--- src/rtl/emu_ioctl_pkg.sv ---
// Shared definitions for the HPS ioctl transfer channel: upload FSM states,
// transfer index constants and the default fill byte.
package emu_ioctl_pkg;

  typedef enum logic [2:0] {
    ST_IDLE  = 3'd0,
    ST_PAUSE = 3'd1,
    ST_SERVE = 3'd2,
    ST_FETCH = 3'd3,
    ST_DONE  = 3'd4
  } upload_state_e;

  localparam logic [7:0] IOCTL_IDX_ROM      = 8'd0;
  localparam logic [7:0] IOCTL_IDX_MOD      = 8'd1;
  localparam logic [7:0] IOCTL_IDX_NVRAM    = 8'd4;
  localparam logic [7:0] IOCTL_IDX_DIP      = 8'd254;
  localparam logic [7:0] IOCTL_FILL_DEFAULT = 8'hFF;

  function automatic logic [15:0] sat_inc16(input logic [15:0] v);
    return (v == 16'hFFFF) ? v : v + 16'd1;
  endfunction

endpackage

--- src/rtl/ioctl_rd_latency_ctr.sv ---
// RAM read latency tracker: loaded when a RAM read is issued, raises valid
// during the cycle in which ram_q carries the requested byte.
module ioctl_rd_latency_ctr #(
  parameter int unsigned LAT = 1
) (
  input  logic clk_sys,
  input  logic reset_n,
  input  logic load,
  output logic valid
);

  localparam logic [1:0] LAT_V = 2'(LAT);

  logic [1:0] cnt_r;
  logic       busy_r;

  // Down-counter: reaches zero exactly LAT cycles after the read enable.
  always_ff @(posedge clk_sys or negedge reset_n) begin
    if (!reset_n) begin
      cnt_r  <= 2'd0;
      busy_r <= 1'b0;
    end else if (load) begin
      cnt_r  <= LAT_V;
      busy_r <= 1'b1;
    end else if (busy_r) begin
      if (cnt_r == 2'd0) begin
        busy_r <= 1'b0;
      end else begin
        cnt_r <= cnt_r - 2'd1;
      end
    end else begin
      cnt_r  <= cnt_r;
      busy_r <= busy_r;
    end
  end

  assign valid = busy_r && (cnt_r == 2'd0);

endmodule

--- src/rtl/ioctl_upload_server.sv ---
// Serves HPS ioctl upload reads from a synchronous-read core RAM, holding the
// game CPU frozen through a pause handshake while the upload window is open.
module ioctl_upload_server
  import emu_ioctl_pkg::*;
#(
  parameter logic [7:0] INDEX   = IOCTL_IDX_NVRAM,
  parameter int         AW      = 10,
  parameter int         RAM_LAT = 1,
  parameter logic [7:0] FILL    = IOCTL_FILL_DEFAULT
) (
  input  logic          clk_sys,
  input  logic          reset_n,
  input  logic          ioctl_upload,
  input  logic [7:0]    ioctl_index,
  input  logic          ioctl_rd,
  input  logic [24:0]   ioctl_addr,
  output logic [7:0]    ioctl_din,
  output logic          ioctl_wait,
  output logic          pause_req,
  input  logic          pause_ack,
  output logic [AW-1:0] ram_addr,
  output logic          ram_rd,
  input  logic [7:0]    ram_q,
  output logic          active,
  output logic          done,
  output logic [15:0]   byte_count
);

  upload_state_e state_r, state_nxt_s;

  logic          sel_s, sel_q_r, sel_rise_s, in_range_s;
  logic          lat_load_s, lat_valid_s;
  logic [7:0]    din_nxt_s;
  logic          wait_nxt_s, pause_nxt_s, ram_rd_nxt_s, active_nxt_s, done_nxt_s;
  logic [AW-1:0] ram_addr_nxt_s;
  logic [15:0]   count_nxt_s;

  assign sel_s      = ioctl_upload && (ioctl_index == INDEX);
  assign sel_rise_s = sel_s && !sel_q_r;
  assign in_range_s = ((ioctl_addr >> AW) == 25'd0);

  ioctl_rd_latency_ctr #(.LAT(RAM_LAT)) u_lat_ctr (
    .clk_sys (clk_sys),
    .reset_n (reset_n),
    .load    (lat_load_s),
    .valid   (lat_valid_s)
  );

  // State and registered output update.
  always_ff @(posedge clk_sys or negedge reset_n) begin
    if (!reset_n) begin
      state_r    <= ST_IDLE;
      sel_q_r    <= 1'b0;
      ioctl_din  <= 8'h00;
      ioctl_wait <= 1'b0;
      pause_req  <= 1'b0;
      ram_addr   <= '0;
      ram_rd     <= 1'b0;
      active     <= 1'b0;
      done       <= 1'b0;
      byte_count <= 16'd0;
    end else begin
      state_r    <= state_nxt_s;
      // Forcing the history low in DONE lets a re-asserted sel register as a new edge in IDLE.
      sel_q_r    <= (state_r == ST_DONE) ? 1'b0 : sel_s;
      ioctl_din  <= din_nxt_s;
      ioctl_wait <= wait_nxt_s;
      pause_req  <= pause_nxt_s;
      ram_addr   <= ram_addr_nxt_s;
      ram_rd     <= ram_rd_nxt_s;
      active     <= active_nxt_s;
      done       <= done_nxt_s;
      byte_count <= count_nxt_s;
    end
  end

  // Next-state and next-output decode.
  always_comb begin
    state_nxt_s    = state_r;
    din_nxt_s      = ioctl_din;
    wait_nxt_s     = ioctl_wait;
    pause_nxt_s    = pause_req;
    ram_addr_nxt_s = ram_addr;
    ram_rd_nxt_s   = 1'b0;
    active_nxt_s   = active;
    done_nxt_s     = 1'b0;
    count_nxt_s    = byte_count;
    lat_load_s     = 1'b0;

    case (state_r)
      ST_IDLE: begin
        if (sel_rise_s) begin
          state_nxt_s  = ST_PAUSE;
          pause_nxt_s  = 1'b1;
          active_nxt_s = 1'b1;
          wait_nxt_s   = 1'b1;
          count_nxt_s  = 16'd0;
        end else begin
          state_nxt_s = ST_IDLE;
        end
      end
      ST_PAUSE: begin
        if (!sel_s) begin
          state_nxt_s  = ST_DONE;
          done_nxt_s   = 1'b1;
          pause_nxt_s  = 1'b0;
          active_nxt_s = 1'b0;
          wait_nxt_s   = 1'b0;
        end else if (pause_ack) begin
          state_nxt_s = ST_SERVE;
          wait_nxt_s  = 1'b0;
        end else begin
          state_nxt_s = ST_PAUSE;
        end
      end
      ST_SERVE: begin
        if (!sel_s) begin
          state_nxt_s  = ST_DONE;
          done_nxt_s   = 1'b1;
          pause_nxt_s  = 1'b0;
          active_nxt_s = 1'b0;
          wait_nxt_s   = 1'b0;
        end else if (ioctl_rd) begin
          count_nxt_s = sat_inc16(byte_count);
          if (in_range_s) begin
            state_nxt_s    = ST_FETCH;
            ram_addr_nxt_s = ioctl_addr[AW-1:0];
            ram_rd_nxt_s   = 1'b1;
            wait_nxt_s     = 1'b1;
            lat_load_s     = 1'b1;
          end else begin
            state_nxt_s = ST_SERVE;
            din_nxt_s   = FILL;
          end
        end else begin
          state_nxt_s = ST_SERVE;
        end
      end
      ST_FETCH: begin
        if (lat_valid_s) begin
          din_nxt_s  = ram_q;
          wait_nxt_s = 1'b0;
          if (!sel_s) begin
            state_nxt_s  = ST_DONE;
            done_nxt_s   = 1'b1;
            pause_nxt_s  = 1'b0;
            active_nxt_s = 1'b0;
          end else begin
            state_nxt_s = ST_SERVE;
          end
        end else begin
          state_nxt_s = ST_FETCH;
        end
      end
      ST_DONE: begin
        state_nxt_s = ST_IDLE;
      end
      default: begin
        state_nxt_s  = ST_IDLE;
        pause_nxt_s  = 1'b0;
        active_nxt_s = 1'b0;
        wait_nxt_s   = 1'b0;
      end
    endcase
  end

endmodule

--- config.mk ---
export PLATFORM = sky130hd
export DESIGN_NAME = ioctl_upload_server
export DESIGN_NICKNAME = d
export VERILOG_FILES = /design/src/rtl/emu_ioctl_pkg.sv /design/src/rtl/ioctl_rd_latency_ctr.sv /design/src/rtl/ioctl_upload_server.sv
export SDC_FILE = /design/constraint.sdc
export NUM_CORES = 1
export LEC_CHECK = 0
export BUFFER_PORTS_ARGS = -buffer_cell sky130_fd_sc_hd__buf_2
export CAP_MARGIN = 20
export CORE_MARGIN = 3
export CORE_UTILIZATION = 30
export DETAILED_ROUTE_END_ITERATION = 8
export GPL_TIMING_DRIVEN = 0
export SKIP_LAST_GASP = 1
export SYNTH_ARGS = -nofsm -noshare
export SYNTH_HDL_FRONTEND = slang
export SYNTH_SLANG_ARGS = --single-unit
--- constraint.sdc ---
create_clock -name clk_sys -period 2.1 [get_ports clk_sys]
set_clock_uncertainty 0.1 [all_clocks]
set_input_delay 0.42 -clock clk_sys [delete_from_list [all_inputs] [get_ports clk_sys]]
set_output_delay 0.42 -clock clk_sys [all_outputs]
set_load 0.05 [all_outputs]
======== After elaboration in Yosys (flattened, before gate mapping) ========
Index checks and enable logic that the tools add are counted.
storage, ports and cells
  register bits after elaboration ......... 46
  logic and storage cells ................. 95
  output and inout port bits .............. 39
operators by class
  bitwise operators ....................... 1
  multiplexer cells ....................... 47
  $add $sub $neg .......................... 2
  equality and inequality tests ........... 16
  reduce and logical (&&, ||, !) cells .... 17
operator list
  cell                                           number
  two-way mux 16 bit                             4
  two-way mux 8 bit                              4
  one-hot mux 16 bit (2 select lines)            1
  logical NOT 25 bit                             1
  two-way mux 1 bit                              23
  adder 16 x 1 -> 16 bit, second input constant  1
  == test 16 bit, second input constant          1
  one-hot mux 8 bit (2 select lines)             1
  two-way mux 3 bit                              5
  inequality test 2 bit, second input constant   7
  one-hot mux 3 bit (4 select lines)             1
  AND reduction 5 bit                            2
  inequality test 3 bit, second input constant   3
  == test 8 x 3 -> 1 bit, second input constant  1
  two-way mux 2 bit                              4
  one-hot mux 1 bit (4 select lines)             2
  == test 3 x 2 -> 1 bit, second input constant  2
  AND reduction 6 bit                            1
  nonzero test 2 bit                             3
  one-hot mux 1 bit (5 select lines)             1
  AND reduction 4 bit                            1
  == test 3 x 1 -> 1 bit, second input constant  1
  == test 3 bit, second input constant           1
  logical AND 1 bit                              3
  other kinds (9)                                9

======== Longest topological paths before layout ========
Gate-level depths: netlist (run 1).
  depth after elaboration ................. 7
  depth in mapped cells ................... 7

======== Modules after synthesis ========
From an unflattened synthesis (run 1), not the netlist that was laid out.
second synthesis, totals
  cells, all modules ...................... 222
  area total of the unflattened synthesis .. 2328.5 µm²
by module, submodules not included
  module                times used  area each (µm²)  cells an instance
  ioctl_upload_server   1           2174.6           208
  ioctl_rd_latency_ctr  1           153.9            14

======== Least setup slack after synthesis (run 1) ========
OpenSTA, ideal clock, no wires.
  path type ............................... register to register
  start point ............................. register byte_count[0]
  end point ............................... register byte_count[5]
  cell stages (with the launch flop) ...... 8
  setup time .............................. 0.082 ns
  buffers on the path ..................... 1
  data arrival time ....................... 2.170 ns
  slack ................................... -0.252 ns
  period minus slack after synthesis ...... 2.352 ns
  required time ........................... 1.918 ns
  cell sequence ........................... dfrtp_1 -> ha_1 -> nand2_1 -> or4_1 -> buf_2 -> or2_4 -> a21o_1 -> a31oi_1
between the ends
  longest elaborated chain between the ends .. 5
RTL lines
  what                                 RTL line                    source
  from (decl)                          ioctl_upload_server.sv:26   output logic [15:0] byte_count
  from (signal assigned)               ioctl_upload_server.sv:73   byte_count <= count_nxt_s;
  adder 16 x 1 -> 16 bit               emu_ioctl_pkg.sv:20         return (v == 16'hFFFF) ? v : v + 16'd1;
  two-way mux 16 bit                   emu_ioctl_pkg.sv:20
  two-way mux 16 bit                   ioctl_upload_server.sv:123  end else if (ioctl_rd) begin
  two-way mux 16 bit                   ioctl_upload_server.sv:117  if (!sel_s) begin
  one-hot mux 16 bit (2 select lines)  ioctl_upload_server.sv:90   case (state_r)
Several ways; a longest one is shown, not always the timed one. The select of a mux whose other input is x is not followed.
A chain may end at the register's enable or synchronous reset.

======== Worst setup path in the final report (run 1) ========
  start point ............................. register byte_count[1]
  end point ............................... register byte_count[5]
The elaborated chain is that of the path after synthesis.

==> metrics, run 1 <==
Crit Path Class flop to flop; antenna violations before repair 0; Synth-to-Final Area Change 34.7%; CTS H-tree lvls 2; Fillers 756; layout cells sized above 1 40.7%; CTS Buffer Depth 2; mux cell area share after synthesis 6.19%; worst min-delay path class input pin to asynchronous set/reset pin; worst-path maximum fanout 6; via count 2150; Synth Warn # 0; failing checks negative hold slack; crit path DAT 2120 ps; post-route antenna net violation count 0; xor and xnor fraction of the mapped netlist area 0.380%; simple-gate area share of the yosys netlist 22.6%; vias in the first global route 2117; CTS tree built; fin nets 379; ANT cells 0; pwr dens 561 nW/um2; cells along the critical path ha_4, nand2_1, or4_1, buf_2, or2_4, a21o_1, a31oi_1; VDD IR max 0.380 mV; pin count of the biggest net entering global routing 47; RSZ-0062 raised after global routing true; Mapped Nets 282; number of synthesized register bits 46; Clock Latency Late Sink 300 ps; register area share after synthesis 49.9%; cell leakage power 1.49 nW; Mean Syn Cell Area 9.85 um2; Synth Flop Type dfrtp_1; WP data required 2220 ps; pins over their slew limit 0; Yosys top cell area share 49.9%; synthesized instance count 234; crit share post-route 95.1%; largest area contributor in the netlist dfrtp_1; Post-Syn Area 2310 um2; final setup TNS 0 ps; first-pass GRT wire length 10100 um; Area contributors post-synth dfrtp_1, nand2_1, mux2_2, o21ai_0, nor2_1; Total GRT Usage 14.4%; I/O Buffers 84; Starting Density 31.3%; Placed Instances 417; CP Launch Type flop; TritonCTS buffer count 5; Final HPWL DP 4520 um; CP max stage delay 460 ps; status complete, but fails checks; CTS Hold Bufs 0; CTS sink cnt 46; EDFF count, synth 0; Compound-Gate Fraction of Synth Area 17.2%; WL/cell 14.1 um; core area 7370 um2; Top Ports 85; worst hold margin -23.5 ps; distinct cell type count after synthesis 50; most instantiated cells after synthesis dfrtp_1, nand2_1, nor2_1; worst slew pin tran 580 ps; GRT overflow 0; Adder-Cell Fraction of Synth Area 1.09%; largest family of logic cells by synthesized area simple AND/OR/NAND/NOR gates; clk slew on worst S/H paths 90 ps; num rows 31; slowest CP cell or4_1; Achievable Freq 501 MHz; drt pass-1 iters 4; final std cells w/o fill 431; ys async rst share 100%; vias per inst 4.99; most frequent cell after synthesis dfrtp_1; root buffer cell clkbuf_8; Fin. Hold Viols 20; Max-cap violations 0; DRC Markers 0; final setup violation count 0; CP Capture Type flop; WL final 6090 um; Die Y 93.7 um; DIE AREA 8770 um2; max_slew headroom 61.1%; Die X 93.7 um; Iteration-0 DRC Markers 59; Tmin final 2000 ps; final RePlAce weighted congestion 0.831
## worst paths after layout
path,startpoint,to,slack [ps],cells past startpoint
worst max-delay path,byte_count[1],byte_count[5],100,7
worst min-delay path,reset_n,state_r[0],-20,1
worst max register to register,byte_count[1],byte_count[5],100,7
worst min register to register,ram_addr[8],ram_addr[8],390,1
max in group asynchronous,reset_n,byte_count[15],1400,2
min in group clk_sys,ram_q[1],ioctl_din[1],210,3
## per-stage QoR
step	util (%)	setup slack, ps	total power, mW	cell area, um2
after global placement	39.0	-332	1.06	2870
after detailed placement	39.0	-340	1.07	2870
after global routing	42.1	-9.19	1.82	3110
final	42.1	103	1.74	3110
after CTS	41.0	-6.80	1.77	3020
after floorplan	-	-12.7	0.987	2330
## critical path, delay by kind of cell (launching register included)
kind | cells | cell delay, ps
AND/OR/NAND/NOR | 3 | 760
AO/OA/AOI/OAI | 2 | 300
flip-flops | 1 | 430
buffers and inverters | 1 | 170
adder cells (fa/ha/maj) | 1 | 150
## repair_timing
action | 4_1_cts | 5_1_grt
pin swaps | 0 | 1
endpoints found under the setup margin | 16 | 23
setup buffers | 0 | 5
gates resized for setup | 5 | 7
## metal layers
layer	track usage (%)	part of all wire [%]	vias to the layer above	wire length, um
met1	19.6	46	1014	2800
met2	23.3	47	61	2880
li1	-	-	1069	-
met4	3.61	0.98	0	60
met5	0	0	-	0
met3	3.13	5.8	6	353
## state kept, by name, indices dropped and copies added, names as in the netlist, 2 cells and up
register / flops
u_lat_ctr.cnt_r: 2
ram_addr: 10
byte_count: 16
state_r: 3
ioctl_din: 8
## logic make-up after synthesis
| family | count (synthesis) |
|---|---|
| xor gates and xnor gates | 1 |
| adders and majority gates | 2 |
| buffers and inverters | 14 |
| muxes | 13 |
| and+or+nand+nor | 98 |
| DFF | 46 |
| AOI/OAI and AO/OA | 60 |
## cells in the final DEF, fill, tap and decap left out, drive strengths merged, types with 2 or more instances in the layout
cell type | Yosys | routed
o21ai | 20 | 20
a31oi | 7 | 7
mux2 | 10 | 10
nand3 | 7 | 7
dfrtp | 46 | 46
or3 | 3 | 3
nor4 | 6 | 6
mux2i | 3 | 3
a2111oi | 2 | 2
o211ai | 4 | 4
nand2b | 3 | 3
nor2b | 3 | 3
nand2 | 26 | 26
and4 | 3 | 3
o31ai | 4 | 4
o311ai | 3 | 3
a21o | 3 | 3
and2 | 5 | 5
a21oi | 6 | 6
nand4 | 6 | 6
or2 | 2 | 2
a211oi | 3 | 3
ha | 2 | 2
clkbuf | 3 | 10
and3 | 5 | 5
buf | 5 | 95
nor3 | 5 | 5
inv | 6 | 6
nor2 | 19 | 19
## report_power, final
| group | total [mW] | leakage, nW | switching (mW) | internal [mW] |
|---|---|---|---|---|
| Sequential | 0.910 | 0.599 | 0.0127 | 0.898 |
| Combinational | 0.143 | 0.829 | 0.0897 | 0.0530 |
| Clock | 0.688 | 0.0585 | 0.300 | 0.388 |
## layout make-up
type                            count  area (um2)  area share [%]
Sequential cell                    46        1160            37.5
Multi-Input combinational cell    174        1160            37.4
Timing Repair Buffer               90         478            15.4
Tap cell                           99         124            3.99
Clock buffer                        7        86.3            2.78
Buffer                              8        38.8            1.25
Clock inverter                      1        30.0           0.967
Inverter                            6        22.5           0.725
Note: power is estimated with default switching activity, not from simulation.
==> run 2, diff against run 1 <==
--- a/config.mk
+++ b/config.mk
@@ -5,12 +5,14 @@
 export SDC_FILE = /design/constraint.sdc
 export NUM_CORES = 1
 export LEC_CHECK = 0
+export ABC_AREA = 1
 export BUFFER_PORTS_ARGS = -buffer_cell sky130_fd_sc_hd__buf_2
 export CAP_MARGIN = 20
 export CORE_MARGIN = 3
 export CORE_UTILIZATION = 30
 export DETAILED_ROUTE_END_ITERATION = 8
 export GPL_TIMING_DRIVEN = 0
+export PLACE_DENSITY = 0.51
 export SKIP_LAST_GASP = 1
 export SYNTH_ARGS = -nofsm -noshare
 export SYNTH_HDL_FRONTEND = slang
==> run 2 against run 1 <==
Net effect:
- the run now ends clean
- via count grew 20%
- largest cell class is now multi-input combinational cells
- setup slack improved by 99 ps
- routed wire length increased by 11%
- critical endpoint is now byte_count[11]
- cell area grew 10%
- global-route usage decreased by 1.1 points
- maximum frequency is 5.2% higher
==> metrics, run 2 <==
reg2reg start byte_count[0]; final RePlAce weighted congestion 0.894 (+7.6%); max_slew headroom 65.0% (+3.9 points); CTS tree built; worst slew pin tran 526 ps (-54.7 ps); most frequent cells in the layout nand2_1, buf_2, inv_1; CTS Buffer Depth 2 (unchanged); CTS H-tree lvls 2 (unchanged); Total GRT Usage 13.3% (-1.1 points); core area 8810 um2 (+19%); distinct cell type count after synthesis 27 (-46%); reg-to-reg setup timing slack 200 ps (+100 ps); utilization after layout 38.8% (-3.4 points); root buffer cell clkbuf_8; most instantiated cells after synthesis nand2_1, inv_1, dfrtp_1; DIE AREA 10300 um2 (+17%); Crit Path Class flop to flop; hold path depth 3; cell leakage power 1.87 nW (+26%); pin count of the biggest net entering global routing 27 (-43%); Gate power share 21.3% (+13 points); worst-path maximum fanout 10 (+4); antenna violations before repair 0 (unchanged); Iteration-0 DRC Markers 103 (+75%); setup bufs post-CTS 0 (unchanged); Die Y 101 um (+8.3%); DRC Markers 0 (unchanged); WL final 6770 um (+11%); Largest Register byte_count; sequential share of power 48.5% (-3.8 points); Met3 Wirelength 396 um (+12%); Die X 101 um (+8.3%); Top Ports 85 (unchanged); vias per inst 4.44 (-11%); worst hold margin 197 ps (+221 ps); met2 wire length 3000 um (+4.1%); Mean Syn Cell Area 7.23 um2 (-27%); EDFF count, synth 0 (unchanged); drt pass-1 iters 6 (+2); reg-to-reg endpoint byte_count[11]; ANT cells 0 (unchanged); VDD IR max 0.226 mV (-41%); TritonCTS buffer count 5 (unchanged); Final HPWL DP 5290 um (+17%); clk slew on worst S/H paths 100 ps (about the same); I/O Buffers 84 (unchanged); fin nets 519 (+37%); Starting Density 31.0% (-0.26 points); Synth Warn # 0 (unchanged); biggest regs byte_count (16), ram_addr (10), ioctl_din (8); layout cells sized above 1 29.9% (-11 points); CTS sink cnt 46 (unchanged); num rows 34 (+9.7%); P_sw 0.699 mW (+74%); Routed met1 length 3310 um (+18%); final setup violation count 0 (unchanged); most common cell after layout, fill and taps aside nand2_1; pwr dens 583 nW/um2 (+4.1%); Fillers 964 (+28%); pins over their slew limit 0 (unchanged); crit path DAT 2010 ps (-110 ps); ys async rst share 100% (unchanged); GRT overflow 0 (unchanged); final setup TNS 0 ps (unchanged); Clock Latency Late Sink 310 ps (about the same); Hold Startpoint ioctl_addr[5]; vias in the first global route 2412 (+14%); CP Launch Type flop; clock power share 30.3% (-9.2 points); Hold EP ram_addr[5]; max reg flops 16 (unchanged); Yosys top cell area share 42.1% (-7.8 points); Synth-to-Final Area Change 25.0%; largest area contributor in the netlist dfrtp_1; RSZ-0062 raised after global routing false; post-route antenna net violation count 0 (unchanged); first-pass GRT wire length 11000 um (+8.8%); synthesized instance count 378 (+62%); Area contributors post-synth dfrtp_1, nand2_1, nand3_1, inv_1, nor2_1; Pint 1.29 mW (-3.4%); worst reg-to-reg path cell count 11 (+4); Net Sw Frac 35.1% (+12 points); Post-Syn Area 2730 um2 (+19%); Tmin final 1900 ps (-99.1 ps); most frequent cell after synthesis nand2_1; Synth Flop Type dfrtp_1; Fin. Hold Viols 0 (-100%); number of synthesized register bits 46 (unchanged); WL/cell 11.7 um (-17%); CP Capture Type flop; Max-cap violations 0 (unchanged); Mapped Nets 426 (+51%); status finished, final reports clean; DR top layer met4; via count 2577 (+20%); Achievable Freq 527 MHz (+5.2%); crit share post-route 90.4% (-4.7 points); worst min-delay path class input pin to flop; register area share after synthesis 42.1% (-7.8 points); WP data required 2210 ps (about the same)
## run 2: power groups by stage
stage | Combinational [mW] | Sequential (mW) | Clock (mW)
2_1_floorplan | 0.150 | 1.11 | 0
3_3_place_gp | 0.418 | 0.983 | 0
3_5_place_dp | 0.426 | 0.983 | 0
4_1_cts | 0.428 | 0.966 | 0.632
5_1_grt | 0.471 | 0.972 | 0.665
6_report | 0.424 | 0.965 | 0.603
## run 2: area by class of cell
type	count	area [um2]	share of cell area, %
Timing Repair Buffer	86	450	13.2
Tap cell	108	135	3.96
Clock inverter	3	26.3	0.770
Multi-Input combinational cell	271	1320	38.7
Sequential cell	46	1150	33.7
Inverter	54	205	6.01
Buffer	7	56.3	1.65
Clock buffer	5	68.8	2.02
## run 2: repair_timing
item / in CTS / in global routing
gates resized for setup: 0 / 1
endpoints found under the setup margin: 0 / 4
hold buffers: 1 / 0
endpoints found under the hold margin: 20 / 0
## run 2: logic make-up (layout without fill, tap and decap cells)
family | Yosys count | count (layout) | share of synthesized area, %
flops | 46 | 46 | 42.1
compound gates | 32 | 32 | 7.19
buf+inv | 61 | 155 | 9.57
simple gates | 237 | 237 | 40.2
fa+ha+maj | 2 | 2 | 0.916
## run 2: metal layers
| layer | global-route usage [%] | vias to the layer above |
|---|---|---|
| li1 | - | 1361 |
| met1 | 18.7 | 1145 |
| met2 | 20.4 | 64 |
| met3 | 3.17 | 7 |
| met4 | 3.37 | 0 |
| met5 | 0 | - |
## run 2: how the worst max path moves through the flow
stage / slack [ps] / depth (start not counted) / from / end
global route: 40 / 11 / byte_count[1] / byte_count[12]
detailed placement: 140 / 11 / byte_count[0] / byte_count[11]
floorplan: 80 / 11 / byte_count[0] / byte_count[12]
CTS: 130 / 11 / byte_count[0] / byte_count[11]
finish: 200 / 11 / byte_count[0] / byte_count[11]
global placement: 150 / 11 / byte_count[0] / byte_count[12]
## run 2: worst max-delay path: stages, from the launching register on
cell	delay, ps
dfrtp_2	440
ha_1	180
nand2_1	140
nor2_4	220
nand4_2	120
nand2_2	100
nand2_4	70
nand2_4	130
buf_6	150
nand2_1	60
nand2_1	60
inv_1	40
## run 2: per-stage QoR
step / instances / area (um2) / setup WS, ps / power, mW
2_1_floorplan: 378 / 2730 / 77.2 / 1.26
3_3_place_gp: 570 / 3290 / 148 / 1.40
3_5_place_dp: 571 / 3310 / 143 / 1.41
4_1_cts: 580 / 3410 / 128 / 2.03
5_1_grt: 580 / 3410 / 36.9 / 2.11
6_report: 580 / 3410 / 202 / 1.99
==> run 3, diff against run 2 <==
--- a/config.mk
+++ b/config.mk
@@ -9,10 +9,10 @@
 export BUFFER_PORTS_ARGS = -buffer_cell sky130_fd_sc_hd__buf_2
 export CAP_MARGIN = 20
 export CORE_MARGIN = 3
-export CORE_UTILIZATION = 30
+export CORE_UTILIZATION = 45
 export DETAILED_ROUTE_END_ITERATION = 8
 export GPL_TIMING_DRIVEN = 0
-export PLACE_DENSITY = 0.51
+export PLACE_DENSITY = 0.71
 export SKIP_LAST_GASP = 1
 export SYNTH_ARGS = -nofsm -noshare
 export SYNTH_HDL_FRONTEND = slang
==> run 3 against run 2 <==
Net effect:
- final cell count fell by 6.2%
- routed wire length is 6.8% lower
- clock power shrank 3.8%
- die area down 32%
- hold slack got worse by 4.3 ps
- via count increased by 2.5%
- largest power group unchanged
- largest cell class unchanged
- cell area fell by 1.3%
- flip-flop and latch count stayed put
- utilization rose by 21 points
- sequential share of layout area is 0.40 points higher
==> metrics, run 3 (synthesis gave the netlist of run 2 again) <==
crit share post-route 92.5% (+2.1 points); CP Launch Type flop; num rows 27 (-21%); Clock Latency Late Sink 310 ps (about the same); Starting Density 48.1% (+17 points); WL/cell 11.6 um (-0.59%); WP data required 2200 ps (about the same); pwr dens 584 nW/um2 (+0.14%); CP Capture Type flop; root buffer cell clkbuf_8; Largest Register byte_count; setup bufs post-CTS 0 (unchanged); post-route cell area 3370 um2 (-1.3%); worst-path maximum fanout 10 (unchanged); Max-cap violations 0 (unchanged); final std cells w/o fill 544 (-6.2%); DIE AREA 7040 um2 (-32%); WL final 6320 um (-6.8%); drt pass-1 iters 5 (-1); Gate power share 21.6% (+0.3 points); CTS Buffer Depth 2 (unchanged); Crit Path Class flop to flop; RSZ-0062 raised after global routing false; Fillers 539 (-44%); antenna violations before repair 0 (unchanged); max reg flops 16 (unchanged); Iteration-0 DRC Markers 165 (+60%); layout cells sized above 1 29.7% (-0.21 points); Achievable Freq 515 MHz (-2.3%); I/O Buffers 84 (unchanged); final RePlAce weighted congestion 0.956 (+6.9%); vias per inst 4.85 (+9.3%); CTS sink cnt 46 (unchanged); worst hold margin 193 ps (-4.34 ps); Fin. Hold Viols 0 (unchanged); max_slew headroom 70.7% (+5.7 points); PnR Total Power 1.97 mW (-1.1%); TritonCTS buffer count 5 (unchanged); worst min-delay path class input pin to flop; GRT overflow 0 (unchanged); CTS tree built; Die Y 83.9 um (-17%); Tmin final 1940 ps (+44.9 ps); Top Ports 85 (unchanged); most frequent cells in the layout nand2_1, buf_2, inv_1; fin nets 519 (unchanged); reg2reg start byte_count[0]; final setup TNS 0 ps (unchanged); clk slew on worst S/H paths 100 ps (about the same); DP Worst Slack 176 ps (+32.7 ps); cell leakage power 1.87 nW (+0.15%); pins over their slew limit 0 (unchanged); CTS Hold Bufs 0 (-1); Total GRT Usage 18.3% (+5.1 points); core area 5680 um2 (-36%); P_sw 0.675 mW (-3.4%); status finished, final reports clean; first-pass GRT wire length 10800 um (-2.1%); via count 2641 (+2.5%); crit path DAT 2040 ps (+30 ps); Net Sw Frac 34.3% (-0.80 points); most common cell after layout, fill and taps aside nand2_1; Die X 83.9 um (-17%); CTS H-tree lvls 2 (unchanged); clock power share 29.4% (-0.9 points); utilization after layout 59.4% (+21 points); DRC Markers 0 (unchanged); Placed Instances 534 (-6.5%); Final HPWL DP 4900 um (-7.3%); post-route antenna net violation count 0 (unchanged); VDD IR max 0.321 mV (+42%); vias in the first global route 2428 (+0.66%); CP Launch Point byte_count[0]; pin count of the biggest net entering global routing 47 (+74%); worst slew pin tran 440 ps (-86.0 ps); final setup violation count 0 (unchanged); Hold Startpoint ioctl_addr[5]; biggest regs byte_count (16), ram_addr (10), ioctl_din (8); Final Worst Setup Slack 157 ps (-44.9 ps); cts repair resizes 0 (unchanged); Pint 1.29 mW (about the same); Synth-to-Final Area Change 23.4%; dpl cell area 3240 um2 (-2.0%); ANT cells 0 (unchanged); sequential share of power 49.0% (+0.5 points)
## run 3: per-layer routing
layer	GRT usage [%]	wire [um]	vias to the layer above	part of all wire, %
met2	29.9	2920	82	46
met5	0	0	-	0
met4	4.09	38	0	0.60
met3	4.24	411	4	6.5
met1	24.8	2940	1190	47
li1	-	-	1365	-
## run 3: worst max-delay path, cell delays in order (launching register included)
cell,delay (ps)
dfrtp_1,480
ha_1,200
nand2_1,140
nor2_4,210
nand4_2,100
nand2_2,90
nand2_4,70
nand2_4,130
buf_6,150
nand2_1,60
nand2_1,50
inv_1,30
## run 3: final timing paths
check                                       to  slack [ps]  cells after the start
worst max register to register  byte_count[11]         160                     11
max in group asynchronous       byte_count[15]         920                      3
worst min-delay path               ram_addr[5]         190                      3
worst max-delay path            byte_count[11]         160                     11
min in group asynchronous          ram_addr[1]         480                      2
worst min register to register      ioctl_wait         380                      2
## run 3: area by class of cell
| cell class | count | area [um2] | share of cell area, % |
|---|---|---|---|
| clock inverters | 3 | 28.8 | 0.854 |
| well taps | 72 | 90.1 | 2.67 |
| repair buffers | 86 | 450 | 13.4 |
| clock buffers | 5 | 68.8 | 2.04 |
| plain buffers | 7 | 56.3 | 1.67 |
| multi-input cells | 271 | 1320 | 39.2 |
| flip-flops and latches | 46 | 1150 | 34.1 |
| inverters | 54 | 205 | 6.09 |
## run 3: power groups by stage
stage	registers [mW]	logic, mW	clock network (mW)
floorplan	1.11	0.150	0
global placement	0.981	0.413	0
detailed placement	0.982	0.421	0
CTS	0.965	0.422	0.607
global route	0.972	0.471	0.644
finish	0.965	0.424	0.580
